File: src/rtl/hyperbus_target.sv
// HyperBus device-side responder: decodes the CA phase, applies doubled initial latency and
// serves DDR bursts from a 16-bit word SRAM port or the ID0/CR0 register space.
module hyperbus_target #(
  parameter int          ADDR_W      = 22,
  parameter int          LATENCY     = 6,
  parameter int          WRAP_WORDS  = 16,
  parameter logic [15:0] ID0_VAL     = 16'h0C81,
  parameter logic [15:0] CR0_DEFAULT = 16'h8F1F
) (
  input  logic              clk,
  input  logic              reset_l,
  input  logic              dram_ck,
  input  logic              dram_cs_l,
  input  logic              dram_rst_l,
  input  logic [7:0]        dram_dq_in,
  output logic [7:0]        dram_dq_out,
  output logic              dram_dq_oe_l,
  input  logic              dram_rwds_in,
  output logic              dram_rwds_out,
  output logic              dram_rwds_oe_l,
  output logic [ADDR_W-1:0] mem_addr,
  output logic              mem_rd_req,
  input  logic [15:0]       mem_rd_d,
  output logic              mem_wr_req,
  output logic [15:0]       mem_wr_d,
  output logic [1:0]        mem_wr_be,
  output logic [15:0]       cfg_cr0
);

  localparam int         WB       = $clog2(WRAP_WORDS);
  localparam logic [7:0] LAT_LAST = 8'(4 * LATENCY - 5);
  localparam logic [7:0] LAT_PRE  = 8'(4 * LATENCY - 6);

  typedef enum logic [2:0] {IDLE, CA, LAT, WR, RD, REG_WR, HOLD} state_t;

  state_t            state;
  logic              ck_q, phase, is_read, is_reg, linear, be_hi;
  logic [7:0]        cnt, wr_hi, rd_lo;
  logic [39:0]       ca_sr;
  logic [ADDR_W-1:0] addr;

  logic              edge_ev, rst;
  logic [47:0]       ca_full;
  logic [31:0]       ca_addr_w;
  logic [ADDR_W-1:0] ca_addr, addr_inc, addr_nxt;
  logic [15:0]       rd_word;
  logic              unused_ca;

  assign edge_ev   = dram_ck ^ ck_q;
  assign rst       = !reset_l || !dram_rst_l;
  assign ca_full   = {ca_sr, dram_dq_in};
  assign ca_addr_w = {ca_full[44:16], ca_full[2:0]};
  assign ca_addr   = ca_addr_w[ADDR_W-1:0];
  assign unused_ca = ^{ca_addr_w[31:ADDR_W], ca_full[15:3]};

  // Wrapped bursts only advance the low bits; the group base stays put.
  assign addr_inc = addr + ADDR_W'(1);
  assign addr_nxt = linear ? addr_inc : {addr[ADDR_W-1:WB], addr_inc[WB-1:0]};
  assign rd_word  = is_reg ? (addr[11] ? cfg_cr0 : ID0_VAL) : mem_rd_d;

  // SRAM port: a one-clk mem_rd_req latches mem_addr and mem_rd_d is valid from the next clk
  // until the following request; mem_wr_req is a one-clk strobe qualifying addr/data/be.
  always_ff @(posedge clk) begin
    ck_q <= dram_ck;
    if (rst) begin
      state          <= IDLE;
      dram_dq_out    <= '0;
      dram_dq_oe_l   <= 1'b1;
      dram_rwds_out  <= 1'b0;
      dram_rwds_oe_l <= 1'b1;
      mem_addr       <= '0;
      mem_rd_req     <= 1'b0;
      mem_wr_req     <= 1'b0;
      mem_wr_d       <= '0;
      mem_wr_be      <= '0;
      cfg_cr0        <= CR0_DEFAULT;
      phase          <= 1'b0;
      is_read        <= 1'b0;
      is_reg         <= 1'b0;
      linear         <= 1'b0;
      be_hi          <= 1'b0;
      cnt            <= '0;
      wr_hi          <= '0;
      rd_lo          <= '0;
      ca_sr          <= '0;
      addr           <= '0;
    end else begin
      mem_rd_req <= 1'b0;
      mem_wr_req <= 1'b0;
      if (dram_cs_l) begin
        state          <= IDLE;
        dram_dq_out    <= '0;
        dram_dq_oe_l   <= 1'b1;
        dram_rwds_out  <= 1'b0;
        dram_rwds_oe_l <= 1'b1;
      end else begin
        case (state)
          IDLE: begin
            state          <= CA;
            dram_rwds_oe_l <= 1'b0;
            dram_rwds_out  <= 1'b1;
            ca_sr          <= {ca_sr[31:0], dram_dq_in};
            cnt            <= edge_ev ? 8'd1 : 8'd0;
          end
          CA: if (edge_ev) begin
            ca_sr <= {ca_sr[31:0], dram_dq_in};
            cnt   <= cnt + 8'd1;
            if (cnt == 8'd5) begin
              is_read <= ca_full[47];
              is_reg  <= ca_full[46];
              linear  <= ca_full[45];
              addr    <= ca_addr;
              cnt     <= '0;
              phase   <= 1'b0;
              if (!ca_full[47] && ca_full[46]) begin
                state          <= REG_WR;
                dram_rwds_oe_l <= 1'b1;
              end else begin
                state          <= LAT;
                dram_rwds_oe_l <= !ca_full[47];
                dram_rwds_out  <= 1'b0;
              end
            end
          end
          LAT: if (edge_ev) begin
            if (cnt == LAT_LAST) begin
              state <= is_read ? RD : WR;
              if (is_read) dram_dq_oe_l <= 1'b0;
            end else begin
              cnt <= cnt + 8'd1;
            end
            // Fetch the first word early enough that it is on mem_rd_d at the first data edge.
            if (cnt == LAT_PRE && is_read && !is_reg) begin
              mem_rd_req <= 1'b1;
              mem_addr   <= addr;
              addr       <= addr_nxt;
            end
          end
          RD: if (edge_ev) begin
            if (!phase) begin
              dram_dq_out   <= rd_word[15:8];
              rd_lo         <= rd_word[7:0];
              dram_rwds_out <= 1'b1;
              phase         <= 1'b1;
              if (!is_reg) begin
                mem_rd_req <= 1'b1;
                mem_addr   <= addr;
                addr       <= addr_nxt;
              end
            end else begin
              dram_dq_out   <= rd_lo;
              dram_rwds_out <= 1'b0;
              phase         <= 1'b0;
            end
          end
          WR: if (edge_ev) begin
            if (!phase) begin
              wr_hi <= dram_dq_in;
              be_hi <= !dram_rwds_in;
              phase <= 1'b1;
            end else begin
              mem_wr_req <= 1'b1;
              mem_addr   <= addr;
              mem_wr_d   <= {wr_hi, dram_dq_in};
              mem_wr_be  <= {be_hi, !dram_rwds_in};
              addr       <= addr_nxt;
              phase      <= 1'b0;
            end
          end
          REG_WR: if (edge_ev) begin
            if (!phase) begin
              wr_hi <= dram_dq_in;
              phase <= 1'b1;
            end else begin
              if (addr[11]) cfg_cr0 <= {wr_hi, dram_dq_in};
              state <= HOLD;
            end
          end
          HOLD: ;
          default: state <= IDLE;
        endcase
      end
    end
  end

endmodule

File: config.mk
export PLATFORM = sky130hd
export DESIGN_NAME = hyperbus_target
export DESIGN_NICKNAME = d
export VERILOG_FILES = /design/src/rtl/hyperbus_target.sv
export SDC_FILE = /design/constraint.sdc
export NUM_CORES = 1
export LEC_CHECK = 0
export BUFFER_PORTS_ARGS = -buffer_cell sky130_fd_sc_hd__buf_2
export CAP_MARGIN = 10
export CORE_MARGIN = 4
export CORE_UTILIZATION = 57
export CTS_CLUSTER_DIAMETER = 40
export DETAILED_ROUTE_END_ITERATION = 7
export GPL_ROUTABILITY_DRIVEN = 0
export PLACE_DENSITY = 0.89
export SYNTH_ARGS = -nofsm -noshare
export SYNTH_HDL_FRONTEND = slang
export SYNTH_SLANG_ARGS = --single-unit
File: constraint.sdc
create_clock -name clk -period 2.99 [get_ports clk]
set_clock_uncertainty 0.05 [all_clocks]
set_input_delay 0.1495 -clock clk [delete_from_list [all_inputs] [get_ports clk]]
set_output_delay 0.1495 -clock clk [all_outputs]
set_load 0.01 [all_outputs]
== Word level (Yosys, flattened, before mapping) ==
Index checks and enable logic that the tools add are counted.

* Equal/unequal tests: 24
* Bitwise logic cells: 6
* $add $sub $neg: 2
* Muxes and demuxes: 60
* Reductions and logical operators: 37

{| class="wikitable"
|+ Operators with widths
! cell !! number
|-
| 22-bit 2-to-1 mux || 17
|-
| 22-bit one-hot mux with 4 select lines || 1
|-
| 40-bit one-hot mux with 2 select lines || 1
|-
| 22-bit one-hot mux with 3 select lines || 1
|-
| 40-bit 2-to-1 mux || 1
|-
| 8-bit 2-to-1 mux || 5
|-
| 16-bit 2-to-1 mux || 2
|-
| 2-bit inequality test, second input constant || 14
|-
| 3-bit 2-to-1 mux || 8
|-
| 8-bit one-hot mux with 3 select lines || 1
|-
| 4-bit AND reduction || 6
|-
| 22-bit by 1-bit adder with 22-bit output, second input constant || 1
|-
| 1-bit 2-to-1 mux || 18
|-
| 8-bit by 5-bit == test with 1-bit output, second input constant || 2
|-
| 3-bit one-hot mux with 5 select lines || 1
|-
| 5-bit AND reduction || 3
|-
| 3-bit nonzero test || 4
|-
| 11-bit AND reduction || 1
|-
| 3-bit == test, second input constant || 3
|-
| 9-bit AND reduction || 1
|-
| 8-bit by 1-bit adder with 8-bit output, second input constant || 1
|-
| 8-bit by 3-bit == test with 1-bit output, second input constant || 1
|-
| 7-bit AND reduction || 1
|-
| 3-bit by 2-bit == test with 1-bit output, second input constant || 2
|-
| 18 further kinds || 33
|}

* Input port bits: 30
* Word-level logic and storage cells: 151
* Output and inout bits: 69
* Flip-flop bits (word level): 164

== Longest topological paths before layout ==
Gate-level depths: netlist (run 1).

* Depth after elaboration: 6
* Mapped depth: 9
* Mapped depth without buffers: 7

== Worst setup path before layout (run 1) ==
OpenSTA, ideal clock, no wires.

* Path type: register -> register
* Start point: register state[0]
* End point: register addr[13]
* Setup time: 0.134 ns
* Period minus slack after synthesis: 2.235 ns
* Arrival: 2.051 ns
* Stages on the path, launching flop included: 9
* Setup slack: 0.755 ns
* Required time: 2.806 ns
* Buffers on the path: 3
* Cell sequence: dfxtp_1 buf_2 or3b_2 buf_2 o21ai_2 o21ai_1 clkbuf_1 o311ai_0 o31ai_1

* Word-level cells in the longest chain between the ends: 3
* Elaborated cells on any way between the ends: 16
* Those cells by class: eq/ne (13); mux (1); reduce/logical (2)

{| class="wikitable"
|+ Ends and longest elaborated chain
! what !! RTL line !! source
|-
| start, declared || 36 || <nowiki>state_t state;</nowiki>
|-
| start signal, assigned || 127 || <nowiki>state <= is_read ? RD : WR;</nowiki>
|-
| 3-bit by 2-bit == test with 1-bit output (tied with other cells) || 97 || <nowiki>case (state)</nowiki>
|-
| 4-bit nonzero test (no line) / 2-bit inequality test (equally long branches) || -- ||
|-
| 11-bit AND reduction (no line) || -- ||
|-
| end signal, assigned || 112 || <nowiki>addr <= ca_addr;</nowiki>
|-
| end signal, assigned || 136 || <nowiki>addr <= addr_nxt;</nowiki>
|-
| end signal, assigned || 148 || <nowiki>addr <= addr_nxt;</nowiki>
|-
| end, declared || 40 || <nowiki>logic [ADDR_W-1:0] addr;</nowiki>
|}

Several ways; a longest one is shown, not always the timed one.
A chain may end at the register's enable or synchronous reset.

== Worst setup path in the final report (run 1) ==
* Start point: register ck_q
* End point: register addr[7]

* Word-level cells in the longest chain between the ends: 3
* Elaborated cells on any way between the ends: 6
* Those cells by class: eq/ne (4); bitwise (1); reduce/logical (1)

{| class="wikitable"
|+ Ends and longest elaborated chain
! what !! RTL line !! source
|-
| start, declared || 37 || <nowiki>logic ck_q, phase, is_read, is_reg, linear, be_hi;</nowiki>
|-
| start signal, assigned || 64 || <nowiki>ck_q <= dram_ck;</nowiki>
|-
| 1-bit bitwise XOR (*) || 49 || <nowiki>assign edge_ev = dram_ck ^ ck_q;</nowiki>
|-
| 2-bit inequality test (no line) || -- ||
|-
| 11-bit AND reduction (no line) (*) || -- ||
|}

Every way passes the cells marked *; elsewhere a longest branch is shown, timed or not.

==> results of run 1 <==
## cell families after synthesis
kind of cell / count (synthesis) / share of synthesized area, %
and+or+nand+nor: 346 / 22.6
AOI/OAI and AO/OA: 259 / 23.6
DFF: 157 / 44.7
buffers and inverters: 76 / 4.29
muxes: 26 / 3.70
adders and majority gates: 4 / 0.712
xor gates and xnor gates: 2 / 0.356
## stage by stage
stage | total power, mW | utilization, % | setup slack [ns]
after CTS | 4.41 | 69.5 | 0.488
final | 4.41 | 69.5 | 0.448
after detailed placement | 2.33 | 63.6 | 0.513
after global placement | 2.32 | 63.6 | 0.594
after global routing | 4.52 | 69.5 | 0.258
after floorplan | 2.26 | - | 0.755
## cell type report
type	instances	area, sq um	share of cell area [%]
clock inverter	12	128	1.52
timing repair buffer	135	816	9.73
clock buffer	20	447	5.33
inverter	8	30.0	0.358
multi-input combinational	637	3610	43.1
tap	168	210	2.51
sequential	157	3140	37.5
## per-layer routing
layer / global-route usage (%) / share of wire (%) / vias up
li1: - / - / 3301
met1: 35.4 / 41 / 3275
met2: 42.1 / 47 / 390
met3: 6.41 / 9.0 / 69
met4: 14.8 / 3.7 / 0
met5: 0 / 0 / -
## what timing repair did
action	4_1_cts	5_1_grt
setup buffers	0	0
endpoints found under the hold margin	28	0
hold buffers	14	0
endpoints found under the setup margin	0	0
## worst min-delay path, cell delays in order
cell and delay, ns:
buf_2 0.16, nand2_1 0.08, a21oi_1 0.05
## worst max-delay path by stage
stage                        start       end  slack (ns)
after floorplan           state[0]  addr[13]        0.75
after global placement    state[2]   addr[8]        0.59
after detailed placement      ck_q  addr[15]        0.51
after CTS                     ck_q  addr[15]        0.49
after global routing        cnt[3]  addr[10]        0.26
final                         ck_q   addr[7]        0.45
## cell usage in the layout (no fill, tap or decap), types with 4 or more instances in the layout
cell type	Yosys	routed
inv_6	0	5
or3_1	6	6
nand4_1	5	5
o211ai_1	6	6
nor2_1	60	59
nor3_1	11	10
nand2_1	164	163
o311ai_0	15	15
nand2b_1	11	11
and2_1	4	4
inv_1	8	8
a21oi_1	108	108
a311oi_1	10	10
nand3_1	44	44
nor2b_1	10	10
nand3b_1	4	4
dlygate4sd3_1	0	14
mux2i_1	26	26
clkbuf_16	0	17
ha_1	4	4
a211oi_1	9	8
dfxtp_1	157	157
buf_4	0	22
buf_2	7	98
nor4_1	5	5
o21ai_0	44	44
o31ai_1	19	19
o31a_1	9	9
a31oi_1	15	15
## power by group through the flow
stage | Sequential, mW | Combinational, mW | Clock, mW
final | 2.10 | 0.196 | 2.11
after global routing | 2.10 | 0.214 | 2.20
after CTS | 2.10 | 0.189 | 2.12
after detailed placement | 2.15 | 0.175 | 0
after global placement | 2.15 | 0.173 | 0
after floorplan | 2.15 | 0.107 | 0
==> results.tsv, run 1 <==
stage	metric	value	unit
floorplanning	die area	14200	sq um
pwr	Clock power frac	47.8	%
critical_path	Worst path depth	6	
timing	minimum clock period	2.54	ns
layout	nets	990	
floorplanning	IO Pins	99	
timing	setup TNS	0	ns
clocking	CTS Buf Count	17	
timing	WHS	0.0154	ns
placement	Placed Cells	1091	
critical_path	delay-heaviest family, CP	compound AO/OA/AOI/OAI gates	
floorplanning	Core Region	12100	sq um
layout	Largest Register	ca_sr	
logic_synthesis	Avg Inst Size Synth	8.08	sq um
logic_synthesis	syn nets	904	
logic_synthesis	Ys Warns	0	
layout	number of fill cells	876	
critical_path	worst-path cell chain	xor2_2 > nand4_1 > a2111o_1 > buf_4 > o311ai_0 > o31ai_1	
floorplanning	number of core rows	40	
global_routing	first-pass GRT wire length	31.7	mm
min_path	hold depth	3	
layout	fin area	8380	sq um
critical_path	R2R Setup Slk	0.45	ns
logic_synthesis	FFs w/ async S/R, synth	0	%
pwr	combinational power share	4.4	%
timing	final setup vio count	0	
layout	Finished Layout Cells	1137	
clocking	Post-CTS Resized	0	
logic_synthesis	Synth Instances	870	
logic_synthesis	top post-synthesis cells by count	nand2_1, dfxtp_1, a21oi_1	
layout	antenna cells	0	
logic_synthesis	sequential area share after synthesis	44.7	%
logic_synthesis	Netlist cell types	58	
placement	IO buf count	98	
placement	hpwl dp	12.3	mm
clocking	# H-tree levels	4	
logic_synthesis	area of the mapped netlist	7030	sq um
floorplanning	Die Span Y	119	um
route	post-DR vias/cell	6.19	
global_routing	total grt overflow	0	
logic_synthesis	#FFs+latches synth	157	
pwr	Lkg Pwr	2.94	nW
timing	RSZ-0062 raised after global routing	no	
critical_path	worst r2r src	ck_q	
critical_path	Crit Path Max Fanout	44	
min_path	hold_sp	dram_dq_in[2]	
timing	Slew headroom	56.0	%
flow_run	max cap viols	0	
route	Final ANT Viol Nets	0	
logic_synthesis	area leader, netlist	dfxtp_1	
pwr	P_int	3.35	mW
route	WL per Instance	17.2	um
global_routing	initial antenna violation count	0	
timing	count of pins over their slew limit	0	
floorplanning	starting density of the core	58.3	%
route	Pre-Repair DR Iteration Count	6	
min_path	hold endpoint	ca_sr[2]	
floorplanning	die span in x	119	um
logic_synthesis	Area contributors post-synth	dfxtp_1, nand2_1, a21oi_1, mux2i_1, clkbuf_1	
logic_synthesis	top_reg_cell synth	dfxtp_1	
placement	placed cell area	7670	sq um
clocking	CTS Root Cell	clkbuf_16	
route	Routed WL	19.6	mm
clocking	clock tree buffer depth	2	
layout	Layout area overhead	19.3	%
critical_path	Worst Path Required	3.23	ns
timing	Least-Margin Pin Slew	0.656	ns
pwr	Net Sw Frac	23.9	%
route	Vias	7035	
critical_path	arrival time at the worst endpoint	2.78	ns
timing	Max Freq	393	MHz
critical_path	crit path kind	flip-flop to flip-flop	
critical_path	max incr delay on CP	0.47	ns
global_routing	pin count of the biggest net entering global routing	66	
layout	share of layout cells above drive strength 1	17.1	%
critical_path	Bufs and invs on worst path	1	
clocking	Skew-Pair Late Insertion Delay	0.43	ns
status	status	finished clean	
logic_synthesis	EDFF count, synth	0	
logic_synthesis	Synth top area share	44.7	%
layout	largest registers	ca_sr x33, addr x22, mem_addr x22	
critical_path	critical path capture point type	flip-flop	
critical_path	R2R Path End	addr[7]	
global_routing	GRT Total Usage	27.3	%
timing	Final Hold Fails	0	
clocking	Worst-path clk slew	0.06	ns
clocking	CTS tree	yes	
timing	Period Utilization, post-route	85.0	%
pwr	Pwr Density	526	nW/um^2
global_routing	vias in the first global route	6410	
logic_synthesis	most common cell in the netlist	nand2_1	
pwr	Switching Power	1.05	mW
route	1st-iter DRT viols	778	
critical_path	Critical Path Source Type	flip-flop	
pwr	Seq pwr share	47.7	%
route	drc violations	0	
pwr	VDD IR max	0.000410	V
clocking	clk sinks	157	
critical_path	Slowest-stage cell, CP	a2111o_1	
min_path	Worst Hold Class	primary input to flip-flop	
critical_path	reg2reg path depth	6	
layout	max reg flops	33	
Power figures use the tool's default switching activity.
==> inputs of run 2 (changes only) <==
ABC_CLOCK_PERIOD_IN_PS = 2990   (was unset)
GPL_ROUTABILITY_DRIVEN = unset   (was 0)
REMOVE_ABC_BUFFERS = 1   (was unset)
==> run 2 against run 1 <==
Hold slack improved by 0.016 ns. Critical path depth unchanged. Sequential share of layout area down 0.050 points. Wire length up 1.1%. Flip-flop and latch count did not move. Clock power about the same. Worst setup slack got worse by 0.11 ns. Total power barely moved. Combinational power is essentially flat. Via count increased by 0.37%. Critical path type unchanged. Largest cell class unchanged.
==> results.tsv, run 2 (synthesis results as in run 1) <==
stage	metric	value	unit	change
status	status	finished clean		
global_routing	vias in the first global route	6759		+5.4%
layout	share of layout cells above drive strength 1	17.3	%	+0.21 points
critical_path	critical path capture point type	flip-flop		
floorplanning	number of core rows	40		unchanged
layout	fin util	69.6	%	+0.093 points
timing	Slew headroom	39.6	%	-16 points
critical_path	crit path kind	flip-flop to flip-flop		
critical_path	Crit Path Max Fanout	44		unchanged
clocking	Post-CTS Resized	0		unchanged
critical_path	Bufs and invs on worst path	1		unchanged
clocking	clock tree buffer depth	2		unchanged
route	Vias	7061		+0.37%
floorplanning	die span in x	119	um	unchanged
timing	final setup vio count	0		unchanged
critical_path	R2R Path End	addr[16]		
route	Final ANT Viol Nets	0		unchanged
clocking	CTS Root Cell	clkbuf_16		
route	drc violations	0		unchanged
pwr	Lkg Pwr	2.94	nW	about the same
layout	most frequent cells in the layout	nand2_1, dfxtp_1, a21oi_1		
timing	count of pins over their slew limit	0		unchanged
placement	IO buf count	98		unchanged
critical_path	Worst Path Required	3.22	ns	about the same
clocking	Skew-Pair Late Insertion Delay	0.43	ns	about the same
timing	Least-Margin Pin Slew	0.902	ns	+0.247 ns
critical_path	arrival time at the worst endpoint	2.89	ns	+0.11 ns
timing	RSZ-0062 raised after global routing	no		
floorplanning	starting density of the core	58.3	%	unchanged
floorplanning	die area	14200	sq um	unchanged
critical_path	Slowest-stage cell, CP	o311ai_0		
critical_path	delay-heaviest family, CP	compound AO/OA/AOI/OAI gates		
critical_path	R2R Setup Slk	0.34	ns	-0.11 ns
timing	setup TNS	0	ns	unchanged
timing	crit path setup slack, layout	0.336	ns	-0.112 ns
critical_path	Worst path depth	6		unchanged
critical_path	worst r2r src	ck_q		
global_routing	GRT Total Usage	28.2	%	+0.86 points
layout	most common cell after layout, fill and taps aside	nand2_1		
timing	Final Hold Fails	0		unchanged
route	Pre-Repair DR Iteration Count	6		unchanged
clocking	post-CTS setup repair buffer count	0		unchanged
layout	largest registers	ca_sr x33, addr x22, mem_addr x22		
critical_path	reg2reg path depth	6		unchanged
global_routing	first-pass GRT wire length	33.1	mm	+4.3%
placement	hpwl dp	12.4	mm	+0.48%
clocking	# H-tree levels	4		unchanged
route	WL per Instance	17.4	um	+1.1%
layout	Layout area overhead	19.5	%	
layout	max reg flops	33		unchanged
global_routing	pin count of the biggest net entering global routing	84		+27%
pwr	Pwr Density	526	nW/um^2	about the same
route	Routed WL	19.8	mm	+1.1%
floorplanning	Core Region	12100	sq um	unchanged
layout	nets	990		unchanged
timing	minimum clock period	2.65	ns	+0.112 ns
timing	Period Utilization, post-route	88.8	%	+3.8 points
critical_path	worst-path cell chain	xor2_2 > nand4_1 > a2111o_1 > buf_4 > o311ai_0 > o31ai_1		
critical_path	end point of the critical path	addr[16]		
clocking	clk sinks	157		unchanged
critical_path	Critical Path Source Type	flip-flop		
global_routing	total grt overflow	0		unchanged
timing	Max Freq	377	MHz	-4.2%
clocking	Worst-path clk slew	0.07	ns	about the same
critical_path	max incr delay on CP	0.50	ns	+0.03 ns
placement	GPL Wtd Cong	0.926		
route	post-DR vias/cell	6.21		+0.37%
layout	Largest Register	ca_sr		
clocking	CTS tree	yes		
floorplanning	IO Pins	99		unchanged
floorplanning	Die Span Y	119	um	unchanged
global_routing	initial antenna violation count	0		unchanged
min_path	Worst Hold Class	primary input to flip-flop		
route	1st-iter DRT viols	950		+22%
flow_run	max cap viols	0		unchanged
clocking	CTS Buf Count	17		unchanged
placement	Setup WS pre-CTS	0.541	ns	+0.0283 ns
pwr	VDD IR max	0.000420	V	+2.5%
layout	antenna cells	0		unchanged
critical_path	CP startpoint	ck_q		
run 2: metal layers:
| metal | share of wire (%) | up-vias | global-route usage [%] |
|---|---|---|---|
| li1 | - | 3301 | - |
| met1 | 40 | 3318 | 35.3 |
| met2 | 47 | 374 | 45.6 |
| met3 | 8.6 | 68 | 7.45 |
| met4 | 3.6 | 0 | 12.7 |
| met5 | 0 | - | 0 |
run 2: stage by stage:
stage / total power, mW / instances / instance area, sq um / hold WS (ns)
5_1_grt: 4.54 / 1137 / 8390 / 0.0348
2_1_floorplan: 2.24 / 802 / 6760 / 0.127
4_1_cts: 4.41 / 1137 / 8390 / 0.00603
3_3_place_gp: 2.33 / 1091 / 7670 / 0.275
6_report: 4.41 / 1137 / 8390 / 0.0310
3_5_place_dp: 2.33 / 1091 / 7670 / 0.280
run 2: repair_timing:
| action | in CTS | in global routing |
|---|---|---|
| hold buffers | 14 | 0 |
| endpoints found under the setup margin | 0 | 0 |
| endpoints found under the hold margin | 27 | 0 |
run 2: worst min-delay path by stage:
stage,start,end,slack [ns],cells after the start
after global routing,dram_dq_in[0],ca_sr[0],0.03,3
after global placement,dram_ck,ck_q,0.27,1
after detailed placement,dram_ck,ck_q,0.28,1
after CTS,dram_dq_in[0],mem_wr_d[0],0.006,3
final,dram_dq_in[0],ca_sr[0],0.03,3
after floorplan,dram_ck,ck_q,0.13,0
run 2: power breakdown:
part | switching (mW) | leakage (nW) | internal [mW]
Combinational | 0.134 | 1.39 | 0.0614
Sequential | 0.00616 | 1.27 | 2.10
Clock | 0.980 | 0.282 | 1.13
Total | 1.12 | 2.94 | 3.29
run 2: final cells by class:
type	instances	area [sq um]
Inverter	8	30.0
Fill cell	882	3670
Timing Repair Buffer	135	816
Clock buffer	18	439
Clock inverter	14	146
Multi-Input combinational cell	637	3610
Tap cell	168	210
Sequential cell	157	3140
run 2: worst register-to-register path, stage by stage (launching register included):
cell	delay, ns
dfxtp_1	0.40
xor2_2	0.40
nand4_1	0.27
a2111o_1	0.46
buf_4	0.26
o311ai_0	0.52
o31ai_1	0.16
==> inputs of run 3 (changes only) <==
BUFFER_PORTS_ARGS = -buffer_cell sky130_fd_sc_hd__clkbuf_2   (was -buffer_cell sky130_fd_sc_hd__buf_2)
==> run 3 against run 2 <==
Hold slack worse by 0.031 ns. Worst setup slack better by 0.028 ns. Non-clock buffer count stayed put. Clock power is 4% lower.
==> results.tsv, run 3 (synthesis results as in run 1) <==
stage	metric	value	unit	change
route	1st-iter DRT viols	1208		+27%
timing	RSZ-0062 raised after global routing	no		
timing	Final Hold Fails	0		unchanged
floorplanning	number of core rows	40		unchanged
min_path	hold depth	3		unchanged
critical_path	worst r2r src	cnt[3]		
status	status	finished clean		
clocking	CTS Root Cell	clkbuf_16		
floorplanning	IO Pins	99		unchanged
layout	most frequent cells in the layout	nand2_1, dfxtp_1, a21oi_1		
layout	most common cell after layout, fill and taps aside	nand2_1		
global_routing	initial antenna violation count	0		unchanged
clocking	Skew-Pair Late Insertion Delay	0.43	ns	about the same
timing	Max Freq	381	MHz	+1.1%
pwr	Lkg Pwr	2.89	nW	-1.8%
pwr	VDD IR max	0.000466	V	+11%
clocking	clock tree buffer depth	2		unchanged
critical_path	critical path capture point type	flip-flop		
critical_path	Worst Path Required	3.23	ns	about the same
pwr	Clock power frac	46.8	%	-1.1 points
global_routing	GRT Total Usage	28.1	%	-0.11 points
pwr	Seq pwr share	48.7	%	+1.0 points
critical_path	reg2reg path depth	6		unchanged
layout	multi-input logic area	3610	sq um	unchanged
critical_path	Critical Path Source Type	flip-flop		
clocking	Post-CTS Resized	0		unchanged
pwr	combinational power share	4.5	%	about the same
critical_path	R2R Setup Slk	0.36	ns	+0.03 ns
placement	hpwl dp	12.6	mm	+1.6%
floorplanning	starting density of the core	58.3	%	unchanged
clocking	clk sinks	157		unchanged
floorplanning	die span in x	119	um	unchanged
global_routing	pin count of the biggest net entering global routing	69		-18%
placement	Placed Cells	1091		unchanged
layout	fin area	8350	sq um	-0.48%
timing	Least-Margin Pin Slew	0.936	ns	+0.0338 ns
floorplanning	die area	14200	sq um	unchanged
floorplanning	Die Span Y	119	um	unchanged
global_routing	total grt overflow	0		unchanged
clocking	# H-tree levels	4		unchanged
layout	max reg flops	33		unchanged
route	Final ANT Viol Nets	0		unchanged
clocking	Worst-path clk slew	0.07	ns	about the same
pwr	Pwr Density	518	nW/um^2	-1.5%
pwr	Net Sw Frac	24.7	%	-0.67 points
timing	setup TNS	0	ns	unchanged
route	WL per Instance	17.6	um	+1.1%
layout	nets	990		unchanged
timing	count of pins over their slew limit	0		unchanged
layout	fin util	69.3	%	-0.33 points
critical_path	R2R Path End	addr[13]		
route	Vias	7108		+0.67%
flow_run	max cap viols	0		unchanged
global_routing	vias in the first global route	6567		-2.8%
placement	IO buf count	98		unchanged
timing	Slew headroom	37.3	%	-2.3 points
critical_path	arrival time at the worst endpoint	2.87	ns	-0.02 ns
pwr	P_int	3.26	mW	-1.1%
placement	placed cell area	7670	sq um	unchanged
placement	GPL Wtd Cong	0.895		-3.3%
timing	final setup vio count	0		unchanged
timing	minimum clock period	2.63	ns	-0.0283 ns
layout	largest registers	ca_sr x33, addr x22, mem_addr x22		
critical_path	crit path kind	flip-flop to flip-flop		
timing	Period Utilization, post-route	87.8	%	-0.95 points
min_path	hold_sp	mem_rd_d[0]		
layout	number of fill cells	912		+3.4%
route	drc violations	0		unchanged
layout	antenna cells	0		unchanged
clocking	CTS tree	yes		
route	Pre-Repair DR Iteration Count	6		unchanged
pwr	Switching Power	1.07	mW	-4.6%
clocking	CTS Buf Count	17		unchanged
critical_path	Crit Path Max Fanout	44		unchanged
route	Routed WL	20.0	mm	+0.87%
floorplanning	Core Region	12100	sq um	unchanged
layout	Layout area overhead	18.9	%	
min_path	Worst Hold Class	primary input to flip-flop		
layout	share of layout cells above drive strength 1	17.2	%	-0.17 points
pwr	PnR Total Power	4.33	mW	-2.0%
route	post-DR vias/cell	6.26		+0.84%
layout	FF/Latch Area	3140	sq um	unchanged
layout	Largest Register	ca_sr		
global_routing	first-pass GRT wire length	32.8	mm	-0.73%
layout	Finished Layout Cells	1135		-0.18%
min_path	hold endpoint	rd_lo[0]		
## run 3: cell count changes in the layout (fill, tap and decap cells not counted), sizes merged
| cell | before | now |
|---|---|---|
| buf | 121 | 23 |
| clkbuf | 18 | 116 |
| clkinvlp | 2 | 3 |
| inv | 16 | 13 |
## run 3: layer usage
metal | wire (um) | GRT usage, %
met5 | 0 | 0
met4 | 731 | 12.2
met3 | 1700 | 5.98
met2 | 9550 | 45.7
met1 | 8020 | 35.9
## run 3: metrics by stage
step | worst slack, ns | hold WS [ns]
2_1_floorplan | -0.212 | 0.127
3_3_place_gp | 0.589 | 0.277
3_5_place_dp | 0.440 | 0.278
4_1_cts | 0.407 | 0.00349
5_1_grt | 0.206 | 0.0226
6_report | 0.364 | 0.000527
## run 3: what timing repair did
item,in CTS,in global routing
setup buffers,0,0
hold buffers,14,0
endpoints found under the hold margin,26,0
## run 3: power by group through the flow
stage | Clock (mW) | Combinational (mW) | Sequential [mW]
2_1_floorplan | 0 | 0.0912 | 2.15
4_1_cts | 2.02 | 0.191 | 2.10
3_5_place_dp | 0 | 0.176 | 2.15
3_3_place_gp | 0 | 0.175 | 2.15
5_1_grt | 2.12 | 0.212 | 2.10
6_report | 2.03 | 0.195 | 2.10
## run 3: worst max-delay path by stage
stage	depth (start not counted)	slack, ns	start	end
final	6	0.36	cnt[3]	addr[13]
after detailed placement	6	0.44	cnt[3]	addr[13]
after floorplan	4	-0.21	phase	cfg_cr0[12]
after global placement	6	0.59	state[1]	addr[0]
after global routing	6	0.21	cnt[3]	addr[13]
after CTS	6	0.41	cnt[3]	addr[13]
## run 3: critical path: stages, from the launching register on
cell	delay, ns
dfxtp_1	0.35
nor4_1	0.47
nand4_1	0.26
a2111o_1	0.47
buf_4	0.26
o311ai_0	0.46
o31ai_1	0.15
## run 3: area by class of cell
class | count | share of cell area, %
sequential | 157 | 37.6
timing repair buffer | 135 | 9.76
inverter | 8 | 0.359
clock buffer | 18 | 5.26
multi-input combinational | 637 | 43.2
tap | 168 | 2.52
clock inverter | 12 | 1.27
